## config.mk

```make
export PLATFORM = sky130hd
export DESIGN_NAME = matrix_fifo_ctrl
export DESIGN_NICKNAME = d
export VERILOG_FILES = /design/src/rtl/fifo_pkg.sv /design/src/rtl/matrix_fifo_ctrl_rc_index_counter.sv /design/src/rtl/matrix_fifo_ctrl.sv
export SDC_FILE = /design/constraint.sdc
export NUM_CORES = 1
export LEC_CHECK = 0
export CAP_MARGIN = 40
export CORE_MARGIN = 4
export CORE_UTILIZATION = 34
export DETAILED_ROUTE_END_ITERATION = 6
export GPL_TIMING_DRIVEN = 0
export HOLD_SLACK_MARGIN = 0.15
export PLACE_DENSITY = 0.54
export SLEW_MARGIN = 20
export SYNTH_ARGS = -nofsm -noshare
export SYNTH_HDL_FRONTEND = slang
export SYNTH_SLANG_ARGS = --single-unit
```

## constraint.sdc

```tcl
create_clock -name clk -period 2.82 [get_ports clk]
set_clock_uncertainty 0.05 [all_clocks]
set_input_delay 0.564 -clock clk [delete_from_list [all_inputs] [get_ports clk]]
set_output_delay 0.564 -clock clk [all_outputs]
set_load 0.01 [all_outputs]
```

## src/rtl/fifo_pkg.sv

```systemverilog
// Shared types and constants for the matrix FIFO controller.
package fifo_pkg;

  localparam int N_W     = 4;
  localparam int MAX_N   = 8;
  localparam int CNT_W   = 2*N_W + 1;
  localparam int TIMEOUT = 255;
  localparam int WD_W    = $clog2(TIMEOUT + 1);

  typedef logic [N_W-1:0]   nibble_t;
  typedef logic [CNT_W-1:0] cnt_t;
  typedef logic [WD_W-1:0]  wd_t;

  typedef enum logic [1:0] {
    IDLE,
    LOAD,
    DRAIN,
    DONE
  } ctrl_state_t;

  // Element count of an N x N matrix, widened before multiplying.
  function automatic cnt_t elem_count(nibble_t n);
    return cnt_t'(n) * cnt_t'(n);
  endfunction

endpackage

```

## src/rtl/matrix_fifo_ctrl_rc_index_counter.sv

```systemverilog
// Row/column index counter for an N x N traversal; advances on en_i, clears on clr_i.
module rc_index_counter
  import fifo_pkg::*;
(
  input  logic           clk,
  input  logic           rst,
  input  logic           clr_i,
  input  logic           en_i,
  input  logic [N_W-1:0] n_i,
  output logic [N_W-1:0] row_o,
  output logic [N_W-1:0] col_o,
  output logic           row_last_o,
  output logic           last_o
);

  nibble_t row_q, row_d;
  nibble_t col_q, col_d;

  assign row_o      = row_q;
  assign col_o      = col_q;
  assign row_last_o = (col_q == n_i - nibble_t'(1));
  assign last_o     = row_last_o && (row_q == n_i - nibble_t'(1));

  always_comb begin
    row_d = row_q;
    col_d = col_q;
    if (clr_i) begin
      row_d = '0;
      col_d = '0;
    end else if (en_i) begin
      if (row_last_o) begin
        col_d = '0;
        row_d = row_q + nibble_t'(1);
      end else begin
        col_d = col_q + nibble_t'(1);
      end
    end
  end

  always_ff @(posedge clk) begin
    if (rst) begin
      row_q <= '0;
      col_q <= '0;
    end else begin
      row_q <= row_d;
      col_q <= col_d;
    end
  end

endmodule

```

## src/rtl/matrix_fifo_ctrl.sv

```systemverilog
// Load/drain sequencer for one N x N matrix pass through the FIFO.
// Optional watchdog abort enabled by defining MATRIX_FIFO_CTRL_TIMEOUT_EN.
module matrix_fifo_ctrl
  import fifo_pkg::*;
(
  input  logic           clk,
  input  logic           rst,
  input  logic           start,
  input  logic [N_W-1:0] n_in,
  input  logic           in_valid,
  output logic           in_ready,
  input  logic           fifo_full,
  input  logic           fifo_empty,
  input  logic           fifo_ready,
  output logic           push,
  output logic           pop,
  output logic           out_valid,
  input  logic           out_ready,
  output logic [N_W-1:0] row_idx,
  output logic [N_W-1:0] col_idx,
  output logic           row_last,
  output logic           busy,
  output logic           done,
  output logic           err
);

  ctrl_state_t state_q, state_d;
  nibble_t     n_q, n_d;
  cnt_t        load_cnt_q, load_cnt_d;
  logic        chk_q, chk_d;
  logic        done_q, done_d;
  logic        err_q, err_d;
  logic        idx_clr, idx_row_last, idx_last;
  logic        n_legal;

  assign n_legal   = (n_in != '0) && (n_in <= nibble_t'(MAX_N));
  assign idx_clr   = (state_q == IDLE) && start && n_legal;

  // Strobes stay combinational so a full/empty flag gates them the same cycle.
  assign in_ready  = (state_q == LOAD) && !fifo_full;
  assign push      = in_ready && in_valid;
  assign out_valid = (state_q == DRAIN) && !fifo_empty;
  assign pop       = out_valid && out_ready;

  assign busy      = (state_q != IDLE);
  assign done      = done_q;
  assign err       = err_q;
  assign row_last  = (state_q == DRAIN) && idx_row_last;

  rc_index_counter u_idx (
    .clk        (clk),
    .rst        (rst),
    .clr_i      (idx_clr),
    .en_i       (pop),
    .n_i        (n_q),
    .row_o      (row_idx),
    .col_o      (col_idx),
    .row_last_o (idx_row_last),
    .last_o     (idx_last)
  );

`ifdef MATRIX_FIFO_CTRL_TIMEOUT_EN
  wd_t  wd_q, wd_d;
  logic wd_fire;

  always_comb begin
    wd_d    = '0;
    wd_fire = 1'b0;
    if ((state_q == LOAD || state_q == DRAIN) && !push && !pop) begin
      wd_d    = wd_q + wd_t'(1);
      wd_fire = (wd_q == wd_t'(TIMEOUT - 1));
    end
  end

  always_ff @(posedge clk) begin
    if (rst) wd_q <= '0;
    else     wd_q <= wd_d;
  end
`endif

  always_comb begin
    state_d    = state_q;
    n_d        = n_q;
    load_cnt_d = load_cnt_q;
    chk_d      = chk_q;
    done_d     = 1'b0;
    err_d      = 1'b0;
    case (state_q)
      IDLE: begin
        if (start) begin
          if (n_legal) begin
            n_d        = n_in;
            load_cnt_d = '0;
            state_d    = LOAD;
          end else begin
            err_d = 1'b1;
          end
        end
      end
      LOAD: begin
        if (push) begin
          load_cnt_d = load_cnt_q + cnt_t'(1);
          if (load_cnt_d == elem_count(n_q)) begin
            state_d = DRAIN;
            chk_d   = 1'b1;
          end
        end
      end
      DRAIN: begin
        // FIFO should report a full matrix on entry; flag but keep draining.
        chk_d = 1'b0;
        if (chk_q && !fifo_ready) err_d = 1'b1;
        if (pop && idx_last) begin
          state_d = DONE;
          done_d  = 1'b1;
        end
      end
      DONE: state_d = IDLE;
      default: state_d = IDLE;
    endcase
`ifdef MATRIX_FIFO_CTRL_TIMEOUT_EN
    if (wd_fire) begin
      state_d = IDLE;
      chk_d   = 1'b0;
      done_d  = 1'b0;
      err_d   = 1'b1;
    end
`endif
  end

  always_ff @(posedge clk) begin
    if (rst) begin
      state_q    <= IDLE;
      n_q        <= '0;
      load_cnt_q <= '0;
      chk_q      <= 1'b0;
      done_q     <= 1'b0;
      err_q      <= 1'b0;
    end else begin
      state_q    <= state_d;
      n_q        <= n_d;
      load_cnt_q <= load_cnt_d;
      chk_q      <= chk_d;
      done_q     <= done_d;
      err_q      <= err_d;
    end
  end

endmodule

```

==> results of run 1 <==
## power by group
group	total (uW)	internal [uW]	switching (uW)	leakage (uW)
combinational	386	185	201	0.000689
clock	252	125	127	0.0000288
sequential	403	388	15.0	0.000211
total	1040	699	343	0.000929
## how the worst max path moves through the flow
stage                  from             to  slack, ns  cells after the start
floorplan            n_q[0]     state_q[0]       0.32                     11
global placement    n_in[0]  load_cnt_q[4]      -0.04                      8
detailed placement  n_in[0]  load_cnt_q[7]      -0.05                      8
CTS                  n_q[0]     state_q[0]       0.05                     11
global route         n_q[0]     state_q[0]      -0.03                     11
finish               n_q[0]     state_q[0]       0.19                     11
## cells in the mapped netlist
library cell / count / share of area, %
sky130_fd_sc_hd__a2111o_1: 1 / 0.62
sky130_fd_sc_hd__a21o_1: 5 / 2.1
sky130_fd_sc_hd__a21oi_1: 12 / 3.3
sky130_fd_sc_hd__a221o_1: 1 / 0.55
sky130_fd_sc_hd__a221oi_1: 1 / 0.49
sky130_fd_sc_hd__a22oi_1: 2 / 0.83
sky130_fd_sc_hd__a31oi_1: 1 / 0.35
sky130_fd_sc_hd__and2_1: 5 / 1.7
sky130_fd_sc_hd__and2b_1: 2 / 0.83
sky130_fd_sc_hd__and3_1: 2 / 0.69
sky130_fd_sc_hd__and3_4: 1 / 0.62
sky130_fd_sc_hd__buf_2: 1 / 0.28
sky130_fd_sc_hd__buf_6: 2 / 1.2
sky130_fd_sc_hd__clkbuf_1: 4 / 0.83
sky130_fd_sc_hd__dfxtp_1: 26 / 29
sky130_fd_sc_hd__fa_1: 1 / 1.1
sky130_fd_sc_hd__ha_1: 13 / 9.0
sky130_fd_sc_hd__inv_1: 9 / 1.9
sky130_fd_sc_hd__mux2i_1: 6 / 3.3
sky130_fd_sc_hd__nand2_1: 9 / 1.9
sky130_fd_sc_hd__nand2b_1: 4 / 1.4
sky130_fd_sc_hd__nand3_1: 7 / 1.9
sky130_fd_sc_hd__nand3_4: 1 / 0.97
sky130_fd_sc_hd__nand3b_1: 4 / 1.7
sky130_fd_sc_hd__nand4_1: 2 / 0.69
sky130_fd_sc_hd__nor2_1: 35 / 7.3
sky130_fd_sc_hd__nor2b_1: 2 / 0.69
sky130_fd_sc_hd__nor3_1: 3 / 0.83
sky130_fd_sc_hd__nor3b_1: 1 / 0.42
sky130_fd_sc_hd__o2111ai_1: 1 / 0.49
sky130_fd_sc_hd__o21a_1: 1 / 0.42
sky130_fd_sc_hd__o21ai_0: 7 / 1.9
sky130_fd_sc_hd__o31ai_1: 3 / 1.2
sky130_fd_sc_hd__or2_2: 1 / 0.35
sky130_fd_sc_hd__or2b_1: 1 / 0.42
sky130_fd_sc_hd__or3_1: 3 / 1.0
sky130_fd_sc_hd__xnor2_1: 15 / 7.3
sky130_fd_sc_hd__xnor3_1: 1 / 1.2
sky130_fd_sc_hd__xnor3_4: 1 / 1.5
sky130_fd_sc_hd__xor2_1: 16 / 7.8
## area by class of cell
class	instances	area, sq um	area share, %
timing repair buffer	27	269	12.0
clock buffer	4	55.1	2.45
sequential	26	522	23.2
buffer	7	48.8	2.17
inverter	9	33.8	1.50
multi-input combinational	171	1230	54.8
tap	70	87.6	3.90
## per-stage QoR
step	total power, uW	area (sq um)	utilization (%)
finish	1040	2250	43.7
global route	1110	2250	43.7
CTS	1050	2220	43.3
detailed placement	796	2160	42.1
global placement	795	2160	42.1
floorplan	683	1810	-
## metal layers
metal | wire length [um] | track usage [%]
met4 | 44 | 3.55
met3 | 137 | 3.33
met1 | 1850 | 15.3
met5 | 0 | 0
met2 | 1920 | 23.2
## worst register-to-register path: cells and delay by family, from the launching register on
family	cells	cell delay, ns
AND/OR/NAND/NOR	3	0.42
adder cells (fa/ha/maj)	1	0.45
flip-flops	1	0.33
AO/OA/AOI/OAI	3	0.70
XOR/XNOR	3	0.45
buffers and inverters	1	0.14
## cells by family (layout without fill, tap and decap cells)
kind of cell / Yosys count / count (layout) / share of synthesized area (%)
DFF: 26 / 26 / 28.8
buffers and inverters: 16 / 47 / 4.23
and+or+nand+nor: 83 / 83 / 23.4
xor gates and xnor gates: 33 / 33 / 17.7
muxes: 6 / 6 / 3.33
AOI/OAI and AO/OA: 35 / 35 / 12.3
adders and majority gates: 14 / 14 / 10.1
## timing repair
action | 4_1_cts | 5_1_grt
pin swaps | 0 | 1
cloned | 0 | 0
gates resized for setup | 4 | 5
endpoints found under the hold margin | 0 | 0
endpoints found under the setup margin | 2 | 3
setup buffers | 0 | 0
## flip-flops by register name, indices dropped and copies added, names as in the netlist
name	count
err	1
chk_q	1
u_idx.row_o	4
n_q	4
done	1
load_cnt_q	9
u_idx.col_o	4
state_q	2
==> summary.log, run 1 <==
INFO  worst_setup_path crit_type=reg2reg
INFO  global_routing number_of_antenna_violations_at_the_first_check_in_global_routing=0
INFO  floorplan      start_util=35.1%
INFO  hold_path      hold_path.class=reg2reg
INFO  placed_design  numPlacedInstances=310
INFO  final_layout   area.growth.synth_to_final=24.5%
INFO  clock_tree     cts_tree=yes
INFO  floorplan      die_area=6540squm
INFO  worst_setup_path crit_path_max_incr_delay=0.45ns
INFO  timing         relSlewSlack=62.7%
INFO  worst_setup_path worst-path-buf-inv=1
INFO  route          drt-pass1-iter-count=4
INFO  timing         hold_ws=0.429ns
INFO  timing         slew_viol_final=0
INFO  timing         fin_crit=2.63ns
INFO  hold_path      timing.hold.worst.start=chk_q
INFO  placed_design  port_buffers=27
INFO  route          drt-total-wl=3.96mm
INFO  global_routing grt_util_all_layers=13.0%
INFO  final_layout   mostFrequentLayoutCell=sky130_fd_sc_hd__nor2_1
INFO  worst_setup_path reg2reg_from=n_q[0]
INFO  timing         period_share=93.3%
INFO  clock_tree     cts_hold_buffers=0
INFO  status         run_status=finished clean
INFO  power          total_leakage_power=0.000929uW
INFO  timing         grt_setup_unrepaired=true
INFO  floorplan      die_y=80.9um
INFO  run            maxCapViolations=0
INFO  final_layout   post_layout_nonfiller_instances=314
INFO  worst_setup_path path_cells=buf_6 -> nand2_1 -> nor2_2 -> fa_1 -> xor2_1 -> xnor2_1 -> xor2_1 -> nor3_2 -> o2111ai_2 -> a2111o_1 -> o31ai_1
INFO  worst_setup_path path_delay_family=compound AO/OA/AOI/OAI gates
INFO  global_routing first_global_vias=1,480
INFO  clock_tree     clock_sinks=26
INFO  placed_design  place.gp.congestion=0.785
INFO  timing         hold_violations=0
INFO  synth          syn-mean-instance-area=8.48squm
INFO  route          num_vias=1,503
INFO  worst_setup_path timing.rr.end=state_q[0]
INFO  route          avgViaCountPerCell=4.79
INFO  timing         timing.setup.tns=0ns
INFO  timing         setup_violations=0
INFO  worst_setup_path critical_path_required=2.96ns
INFO  clock_tree     cts_buffers=3
INFO  worst_setup_path critPathMostFrequentCell=sky130_fd_sc_hd__xor2_1
INFO  placed_design  dpl_worst_slack=-0.0533ns
INFO  clock_tree     cts-root-buf=sky130_fd_sc_hd__clkbuf_8
INFO  floorplan      io_pins=28
INFO  final_layout   design.final.nets=271
INFO  route          drtIter0Drc=59
INFO  placed_design  dpl.hpwl=2.97mm
INFO  final_layout   antenna_fix_cells=0
INFO  synth          syn_nets=239
INFO  hold_path      worst_hold_path.endpoint=chk_q
INFO  power          power_density=463nW/um^2
INFO  floorplan      fp.coreArea=5140squm
INFO  synth          synth-seq-cells=26
INFO  route          drt-wirelength-per-cell=12.6um
INFO  final_layout   post_route_cells_drive_above_1_share=6.97%
INFO  global_routing first_pass_grt_wire_length=6.72mm
INFO  worst_setup_path startpoint_type=register
INFO  worst_setup_path crit_path_top_delay_cell=sky130_fd_sc_hd__fa_1
INFO  global_routing grt_start_max_net_pins=15
INFO  route          antenna_left=0
INFO  clock_tree     number_of_buffers_on_the_longest_clock_path=2
INFO  worst_setup_path endpoint_kind=register
INFO  clock_tree     h-tree-depth=1
INFO  global_routing globalRoute.totalOverflow=0
INFO  timing         max_slew.worst_pin.slew=0.558ns
INFO  timing         timing.final.ws_setup=0.189ns
INFO  worst_setup_path arrival_worst_endpoint=2.77ns
INFO  floorplan      placementRows=26
INFO  route          drc=0
INFO  power          peakVddDrop=0.279mV
INFO  synth          ys.warnings.count=0
INFO  clock_tree     clock_transition_at_the_registers_of_the_reported_paths=0.10ns
INFO  synth          synthCells=213
INFO  hold_path      min_path_cells=2
INFO  floorplan      dieWidth=80.9um
INFO  timing         maxClockFrequency=380MHz
INFO  worst_setup_path critical_path.max_fanout=8
INFO  final_layout   layout_common_cells=sky130_fd_sc_hd__nor2_1 (33), sky130_fd_sc_hd__clkdlybuf4s50_1 (26), sky130_fd_sc_hd__dfxtp_1 (25)
INFO  worst_setup_path reg2reg_setup_slack=0.19ns
INFO  synth          yosysUniqueCellTypes=40
INFO  synth          synth_area=1810squm
INFO  final_layout   nFillCells=560
INFO  worst_setup_path worst_r2r_path_depth=11
INFO  synth          synth.yosys.seq_area_share=28.8%
INFO  clock_tree     clock_insertion_delay_worst_skew=0.28ns
No activity file was read; power rests on OpenSTA's default activity.
==> inputs of run 2 (changes only) <==
--- a/config.mk
+++ b/config.mk
@@ -5,13 +5,14 @@
 export SDC_FILE = /design/constraint.sdc
 export NUM_CORES = 1
 export LEC_CHECK = 0
+export ABC_AREA = 1
 export CAP_MARGIN = 40
 export CORE_MARGIN = 4
 export CORE_UTILIZATION = 34
 export DETAILED_ROUTE_END_ITERATION = 6
 export GPL_TIMING_DRIVEN = 0
 export HOLD_SLACK_MARGIN = 0.15
-export PLACE_DENSITY = 0.54
+export PLACE_DENSITY = 0.53
 export SLEW_MARGIN = 20
 export SYNTH_ARGS = -nofsm -noshare
 export SYNTH_HDL_FRONTEND = slang
==> run 2 against run 1 <==
Effect of this change:
- cell count rose by 33%
- area after synthesis rose by 11%
- core utilization fell by 0.93 points
- first-iteration DRC count fell by 10%
- worst setup slack got worse by 0.014 ns
- worst hold slack improved by 0.0036 ns
- via count rose by 31%
- clock power fell by 14%
- wire length rose by 16%
- sequential power rose by 8.7%
- die area rose by 9.5%
- combinational power rose by 36%
- critical path type is now reg2out
- largest power group is now combinational cells
==> summary.log, run 2 <==
INFO  synth          syn_nets=343 [+44%]
INFO  floorplan      dieWidth=84.6um [+4.6%]
INFO  global_routing number_of_antenna_violations_at_the_first_check_in_global_routing=0 [unchanged]
INFO  timing         hold_violations=0 [unchanged]
INFO  synth          synth-seq-cells=26 [unchanged]
INFO  power          total_leakage_power=0.00111uW [+19%]
INFO  clock_tree     clock_sinks=26 [unchanged]
INFO  final_layout   post_route_cells_drive_above_1_share=9.51% [+2.5 points]
INFO  floorplan      die_y=84.6um [+4.6%]
INFO  placed_design  place.gp.congestion=0.770 [-2.0%]
INFO  power          power_density=491nW/um^2 [+6.0%]
INFO  worst_setup_path crit_type=reg2out
INFO  timing         timing.final.ws_setup=0.176ns [-0.0136 ns]
INFO  synth          yosysMostFrequentCell=sky130_fd_sc_hd__nand2_1
INFO  final_layout   layout_common_cells=sky130_fd_sc_hd__nand2_1 (96), sky130_fd_sc_hd__inv_1 (40), sky130_fd_sc_hd__nand3_1 (32)
INFO  synth          leading_cell_types_by_count_after_synthesis=sky130_fd_sc_hd__nand2_1 (96), sky130_fd_sc_hd__inv_1 (40), sky130_fd_sc_hd__nand3_1 (32)
INFO  placed_design  dpl_worst_slack=0.0507ns [+0.104 ns]
INFO  worst_setup_path reg2reg_setup_slack=0.48ns [+0.29 ns]
INFO  timing         period_share=93.8% [+0.48 points]
INFO  global_routing grt_start_max_net_pins=14 [-1]
INFO  final_layout   design.final.nets=375 [+38%]
INFO  synth          synthCells=317 [+49%]
INFO  timing         maxClockFrequency=378MHz [-0.51%]
INFO  worst_setup_path critical_path_required=2.21ns [-0.75 ns]
INFO  final_layout   mostFrequentLayoutCell=sky130_fd_sc_hd__nand2_1
INFO  timing         relSlewSlack=65.9% [+3.2 points]
INFO  synth          synth.top_cells.by_area=sky130_fd_sc_hd__dfxtp_1 (26%), sky130_fd_sc_hd__nand2_1 (18%), sky130_fd_sc_hd__ha_1 (8.2%)
INFO  power          peakVddDrop=0.265mV [-5.0%]
INFO  clock_tree     cts_tree=yes
INFO  worst_setup_path worst_r2r_path_depth=15 [+4]
INFO  floorplan      io_pins=28 [unchanged]
INFO  floorplan      die_area=7160squm [+9.5%]
INFO  placed_design  placed_area=2360squm [+8.9%]
INFO  placed_design  dpl.hpwl=3.64mm [+22%]
INFO  worst_setup_path crit_path_capture=pop
INFO  worst_setup_path worstSetupStartpoint=state_q[0]
INFO  synth          ys.warnings.count=0 [unchanged]
INFO  worst_setup_path startpoint_type=register
INFO  global_routing globalRoute.totalOverflow=0 [unchanged]
INFO  global_routing first_pass_grt_wire_length=8.32mm [+24%]
INFO  route          drc=0 [unchanged]
INFO  route          drt-wirelength-per-cell=11.0um [-13%]
INFO  timing         grt_setup_unrepaired=false
INFO  synth          async_flop_share=0% [unchanged]
INFO  synth          syn-mean-instance-area=6.30squm [-26%]
INFO  synth          post-synth-top-area-fraction=26.1% [-2.7 points]
INFO  clock_tree     clock_insertion_delay_worst_skew=0.27ns [about the same]
INFO  floorplan      fp.coreArea=5610squm [+9.1%]
INFO  route          drt-total-wl=4.59mm [+16%]
INFO  final_layout   post_layout_nonfiller_instances=419 [+33%]
INFO  clock_tree     cts_post_setup_buffers_inserted=0 [unchanged]
INFO  worst_setup_path critical_path.max_fanout=8 [unchanged]
INFO  placed_design  port_buffers=27 [unchanged]
INFO  floorplan      placementRows=27 [+3.8%]
INFO  timing         fin_crit=2.64ns [+0.0136 ns]
INFO  floorplan      start_util=35.6% [+0.46 points]
INFO  route          drtIter0Drc=53 [-10%]
INFO  synth          synth_top_cell_by_area=sky130_fd_sc_hd__dfxtp_1
INFO  status         run_status=finished clean
INFO  synth          synth.yosys.seq_area_share=26.1% [-2.7 points]
INFO  timing         max_slew.worst_pin.slew=0.512ns [-0.0454 ns]
INFO  route          num_vias=1,967 [+31%]
INFO  timing         setup_violations=0 [unchanged]
INFO  clock_tree     clock_transition_at_the_registers_of_the_reported_paths=0.09ns [about the same]
INFO  timing         slew_viol_final=0 [unchanged]
INFO  synth          post_synth_edffs=0 [unchanged]
INFO  worst_setup_path arrival_worst_endpoint=2.03ns [-0.74 ns]
INFO  clock_tree     cts-root-buf=sky130_fd_sc_hd__clkbuf_8
INFO  clock_tree     number_of_buffers_on_the_longest_clock_path=2 [unchanged]
INFO  hold_path      hold_path.class=reg2reg
INFO  placed_design  numPlacedInstances=416 [+34%]
INFO  final_layout   area.growth.synth_to_final=20.3%
INFO  synth          synth_area=2000squm [+11%]
INFO  route          drt-pass1-iter-count=5 [+1]
INFO  worst_setup_path timing.rr.end=state_q[1]
INFO  clock_tree     h-tree-depth=1 [unchanged]
INFO  final_layout   largest_register_ff_count=9 [unchanged]
INFO  final_layout   post-route-cell-area=2400squm [+6.8%]
INFO  final_layout   registers.top_by_ff_count=load_cnt_q
INFO  final_layout   antenna_fix_cells=0 [unchanged]
INFO  worst_setup_path reg2reg_from=n_q[2]
INFO  synth          dominantRegCellSynth=sky130_fd_sc_hd__dfxtp_1
INFO  global_routing first_global_vias=1,906 [+29%]
INFO  route          antenna_left=0 [unchanged]
INFO  worst_setup_path endpoint_kind=output port
INFO  clock_tree     cts_buffers=3 [unchanged]
INFO  timing         timing.setup.tns=0ns [unchanged]
INFO  run            maxCapViolations=0 [unchanged]
INFO  route          avgViaCountPerCell=4.69 [-1.9%]
INFO  synth          yosysUniqueCellTypes=30 [-25%]
INFO  global_routing grt_util_all_layers=13.8% [+0.81 points]
run 2: cell types whose count changed after synthesis, sizes merged, moves of 4 or more:
cell | before | now
xor2 | 16 | 6
a21oi | 12 | 20
xnor2 | 15 | 0
mux2i | 6 | 0
and2 | 5 | 0
o21ai | 7 | 11
nand2b | 4 | 0
a21o | 5 | 0
inv | 9 | 46
nor2 | 35 | 41
nand2 | 9 | 102
nand3 | 8 | 35
run 2: how the worst min path moves through the flow:
stage | from | slack (ns) | to | cells past startpoint
5_1_grt | load_cnt_q[1] | 0.47 | load_cnt_q[1] | 2
3_5_place_dp | load_cnt_q[8] | 0.42 | load_cnt_q[8] | 2
4_1_cts | load_cnt_q[8] | 0.44 | load_cnt_q[8] | 2
2_1_floorplan | load_cnt_q[8] | 0.40 | load_cnt_q[8] | 2
3_3_place_gp | load_cnt_q[8] | 0.42 | load_cnt_q[8] | 2
6_report | load_cnt_q[8] | 0.43 | load_cnt_q[8] | 2
run 2: stage by stage:
step	utilization, %	power, uW	hold WS [ns]
CTS	42.8	1200	0.437
finish	42.8	1180	0.433
global route	42.8	1290	0.473
global placement	42.0	971	0.415
detailed placement	42.0	974	0.422
floorplan	-	828	0.401
run 2: routing by layer:
metal	part of all wire [%]	vias up	global-route usage [%]
met2	44	34	22.3
met1	50	865	18.5
li1	-	1063	-
met5	0	-	0
met3	4.1	5	2.85
met4	1.0	0	3.88
run 2: logic make-up after synthesis:
family / Yosys count / synth area share [%]
compound gates: 32 / 8.53
xor+xnor: 6 / 2.63
fa+ha+maj: 14 / 9.15
buf+inv: 49 / 9.34
flops: 26 / 26.1
simple gates: 190 / 44.3
run 2: layout make-up:
cell class | count | area [sq um]
Clock buffer | 3 | 41.3
Timing Repair Buffer | 27 | 269
Inverter | 48 | 183
Sequential cell | 26 | 526
Buffer | 1 | 3.75
Fill cell | 646 | 3210
Tap cell | 72 | 90.1
Multi-Input combinational cell | 242 | 1290
run 2: worst max-delay path, stage by stage (launching register included):
cell,delay [ns]
sky130_fd_sc_hd__dfxtp_1,0.36
sky130_fd_sc_hd__inv_1,0.08
sky130_fd_sc_hd__ha_1,0.26
sky130_fd_sc_hd__inv_2,0.12
sky130_fd_sc_hd__nor2_2,0.05
sky130_fd_sc_hd__nand2_1,0.10
sky130_fd_sc_hd__clkinv_1,0.24
sky130_fd_sc_hd__clkdlybuf4s50_1,0.56
run 2: power breakdown:
group / switching (uW) / total, uW / internal (uW)
clock: 120 / 216 / 96.0
combinational: 323 / 525 / 202
sequential: 38.7 / 438 / 400
run 2: repair_timing:
item	in CTS	in global routing
hold buffers	0	0
endpoints found under the setup margin	1	0
gates resized for setup	4	0
==> patch: new RTL, settings of run 1 <==
Add a define of `MATRIX_FIFO_CTRL_TIMEOUT_EN`.
--- a/src/rtl/matrix_fifo_ctrl.sv
+++ b/src/rtl/matrix_fifo_ctrl.sv
@@ -1,5 +1,7 @@
 // Load/drain sequencer for one N x N matrix pass through the FIFO.
 // Optional watchdog abort enabled by defining MATRIX_FIFO_CTRL_TIMEOUT_EN.
+`define MATRIX_FIFO_CTRL_TIMEOUT_EN
+
 module matrix_fifo_ctrl
   import fifo_pkg::*;
 (
Check against the original RTL: same outputs for any inputs over 10 cycles, from zero or initial values and one cycle with rst high; that may be too few to reach the edited logic, so the function may still have changed.
==> patch against run 1 <==
Final area up 24%. Sequential cell count up 8. Worst setup slack worse by 0.061 ns. Power up 42%. Routed wire length up 29%. Global-route usage up 1.2 points. Critical path type unchanged. Area after synthesis up 21%. Die area up 19%. Non-clock buffer count up 5.
==> patch: results (changes against run 1) <==
[run_status]
outcome=complete, no violations  ; unchanged

[clock_network]
h-tree-depth=2  ; was 1
numCtsBuffers=5  ; was 3
cts_resized=5  ; was 4
clk_latency_ns=0.29
clkTransAtPathRegs_ns=0.07  ; was 0.10 ns
cts_buffer_depth=2  ; unchanged
post_cts_buffers=0  ; unchanged

[synth]
avgSynthCellArea_um2=8.397  ; was 8.476 um^2
synth_xor_area_share_pct=16.56  ; was 17.74%
synth_mux_area_share_pct=2.292  ; was 3.326%
ys_types=46  ; was 40
synth_compound_area_share_pct=10.89  ; was 12.34%
synthTopCellsByCount=40 x nor2_1, 34 x dfxtp_1, 18 x nand2_1  ; was 35 x nor2_1, 26 x dfxtp_1, 16 x xor2_1
syn_nets=287  ; was 239
synth_top_family_by_area=simple AND/OR/NAND/NOR gates  ; unchanged
synth_adder_area_share_pct=8.940  ; was 10.12%
ys_seq_area_share_pct=31.17  ; was 28.83%
yosysWarningCount=0  ; unchanged
synthTopCellsByArea=dfxtp_1 31%, ha_1 8.0%, nor2_1 6.9%, xnor2_1 6.8%, xor2_1 4.4%  ; was dfxtp_1 29%, ha_1 9.0%, xor2_1 7.8%, nor2_1 7.3%, xnor2_1 7.3%

[worst_setup_path]
crit_slowest_cell=xnor3_2  ; was fa_1
crit_arrival_ns=2.83  ; was 2.77 ns
startpoint=n_q[0]  ; unchanged
critical_path.max_fanout=5  ; was 8
crit_path_max_incr_delay_ns=0.45  ; about the same

[placement]
dpl_cell_area_um2=2537  ; was 2163 um^2
dpl.hpwl_mm=3.782  ; was 2.972 mm
gp_congestion=0.7959  ; was 0.7854
placed_cells=361  ; was 310
portBuffers=26  ; was 27

[power_and_ir_drop]
pwr_density_cell_nw_per_um2=531.0  ; was 463.1 nW/um^2
peakVddDrop_v=0.0003159  ; was 0.0002790 V
switchingPower_uw=485.8  ; was 342.8 uW
power_leakage_uw=0.001135  ; was 0.0009285 uW
power_frac_seq_pct=36.6  ; was 38.7%
p_clk_uw=450  ; was 252 uW

[layout]
layout.nets=325  ; was 271
diodes=0  ; unchanged
n_fill_cell=624  ; was 560
fin_cells=374  ; was 314
drive_above_1_share_pct=14.05  ; was 6.967%

[grt]
grt_pass1_wl_mm=8.652  ; was 6.720 mm
track_usage_pct=14.18  ; was 12.98%
grt_max_degree=12  ; was 15
grt_pass1_vias=1830  ; was 1480

[drt]
avgRoutedWirePerCell_um=13.63  ; was 12.60 um
drt_iter0_markers=103  ; was 59
num_vias=1901  ; was 1503
dr.pass1.iters=4  ; unchanged

[sta]
slew_headroom_pct=53.88  ; was 62.69%

[min_path]
hp-start=wd_q[0]  ; was chk_q

==> patch: cell count changes after synthesis, sizes merged, moves of 4 or more <==
cell,run 1,this run
dfxtp,26,34
nand2,9,18
nand3,8,12
nor2,35,40
nor3,3,10
nor4,0,5
o21ai,7,12
xor2,16,11
==> patch: worst paths after layout <==
kind                                    to  slack [ns]  cells after the start
worst max-delay path            state_q[1]        0.13                     11
worst min-delay path               wd_q[0]        0.43                      1
worst max register to register  state_q[1]        0.13                     11
worst min register to register     wd_q[0]        0.43                      1
==> patch: worst max-delay path: cells and delay by family (launching register included) <==
kind,cells,cell delay [ns]
AND/OR/NAND/NOR,4,0.55
XOR/XNOR,1,0.45
adder cells (fa/ha/maj),1,0.38
flip-flops,1,0.36
AO/OA/AOI/OAI,4,0.68
buffers and inverters,1,0.13
==> patch: per-stage QoR <==
stage	worst slack (ns)	hold WS, ns	total power, uW
final	0.1280	0.4337	1480
after global routing	-0.02408	0.4600	1576
after CTS	0.08344	0.4404	1467
after detailed placement	-0.1646	0.4222	1012
after global placement	-0.1308	0.4109	1007
after floorplan	0.1840	0.3911	869.0
==> patch: logic make-up (layout without fill, tap and decap cells) <==
group                      Yosys count  after routing
buffers and inverters               19             58
and+or+nand+nor                    115            115
xor gates and xnor gates            33             33
DFF                                 34             34
adders and majority gates           15             15
AOI/OAI and AO/OA                   39             39
muxes                                5              5
==> patch: cell type report <==
cell class	instances	share of cell area, %
timing repair buffer	33	11.18
buffer	6	1.391
tap	75	3.366
multi-input combinational	207	53.95
inverter	11	1.481
clock buffer	5	2.469
sequential	34	24.73
clock inverter	3	1.436
==> patch: layer usage <==
layer	track usage, %	vias up	part of all wire (%)
li1	-	966	-
met5	0	-	0
met3	3.104	6	3.9
met2	22.95	36	46
met1	18.97	893	49
met4	4.258	0	1.4
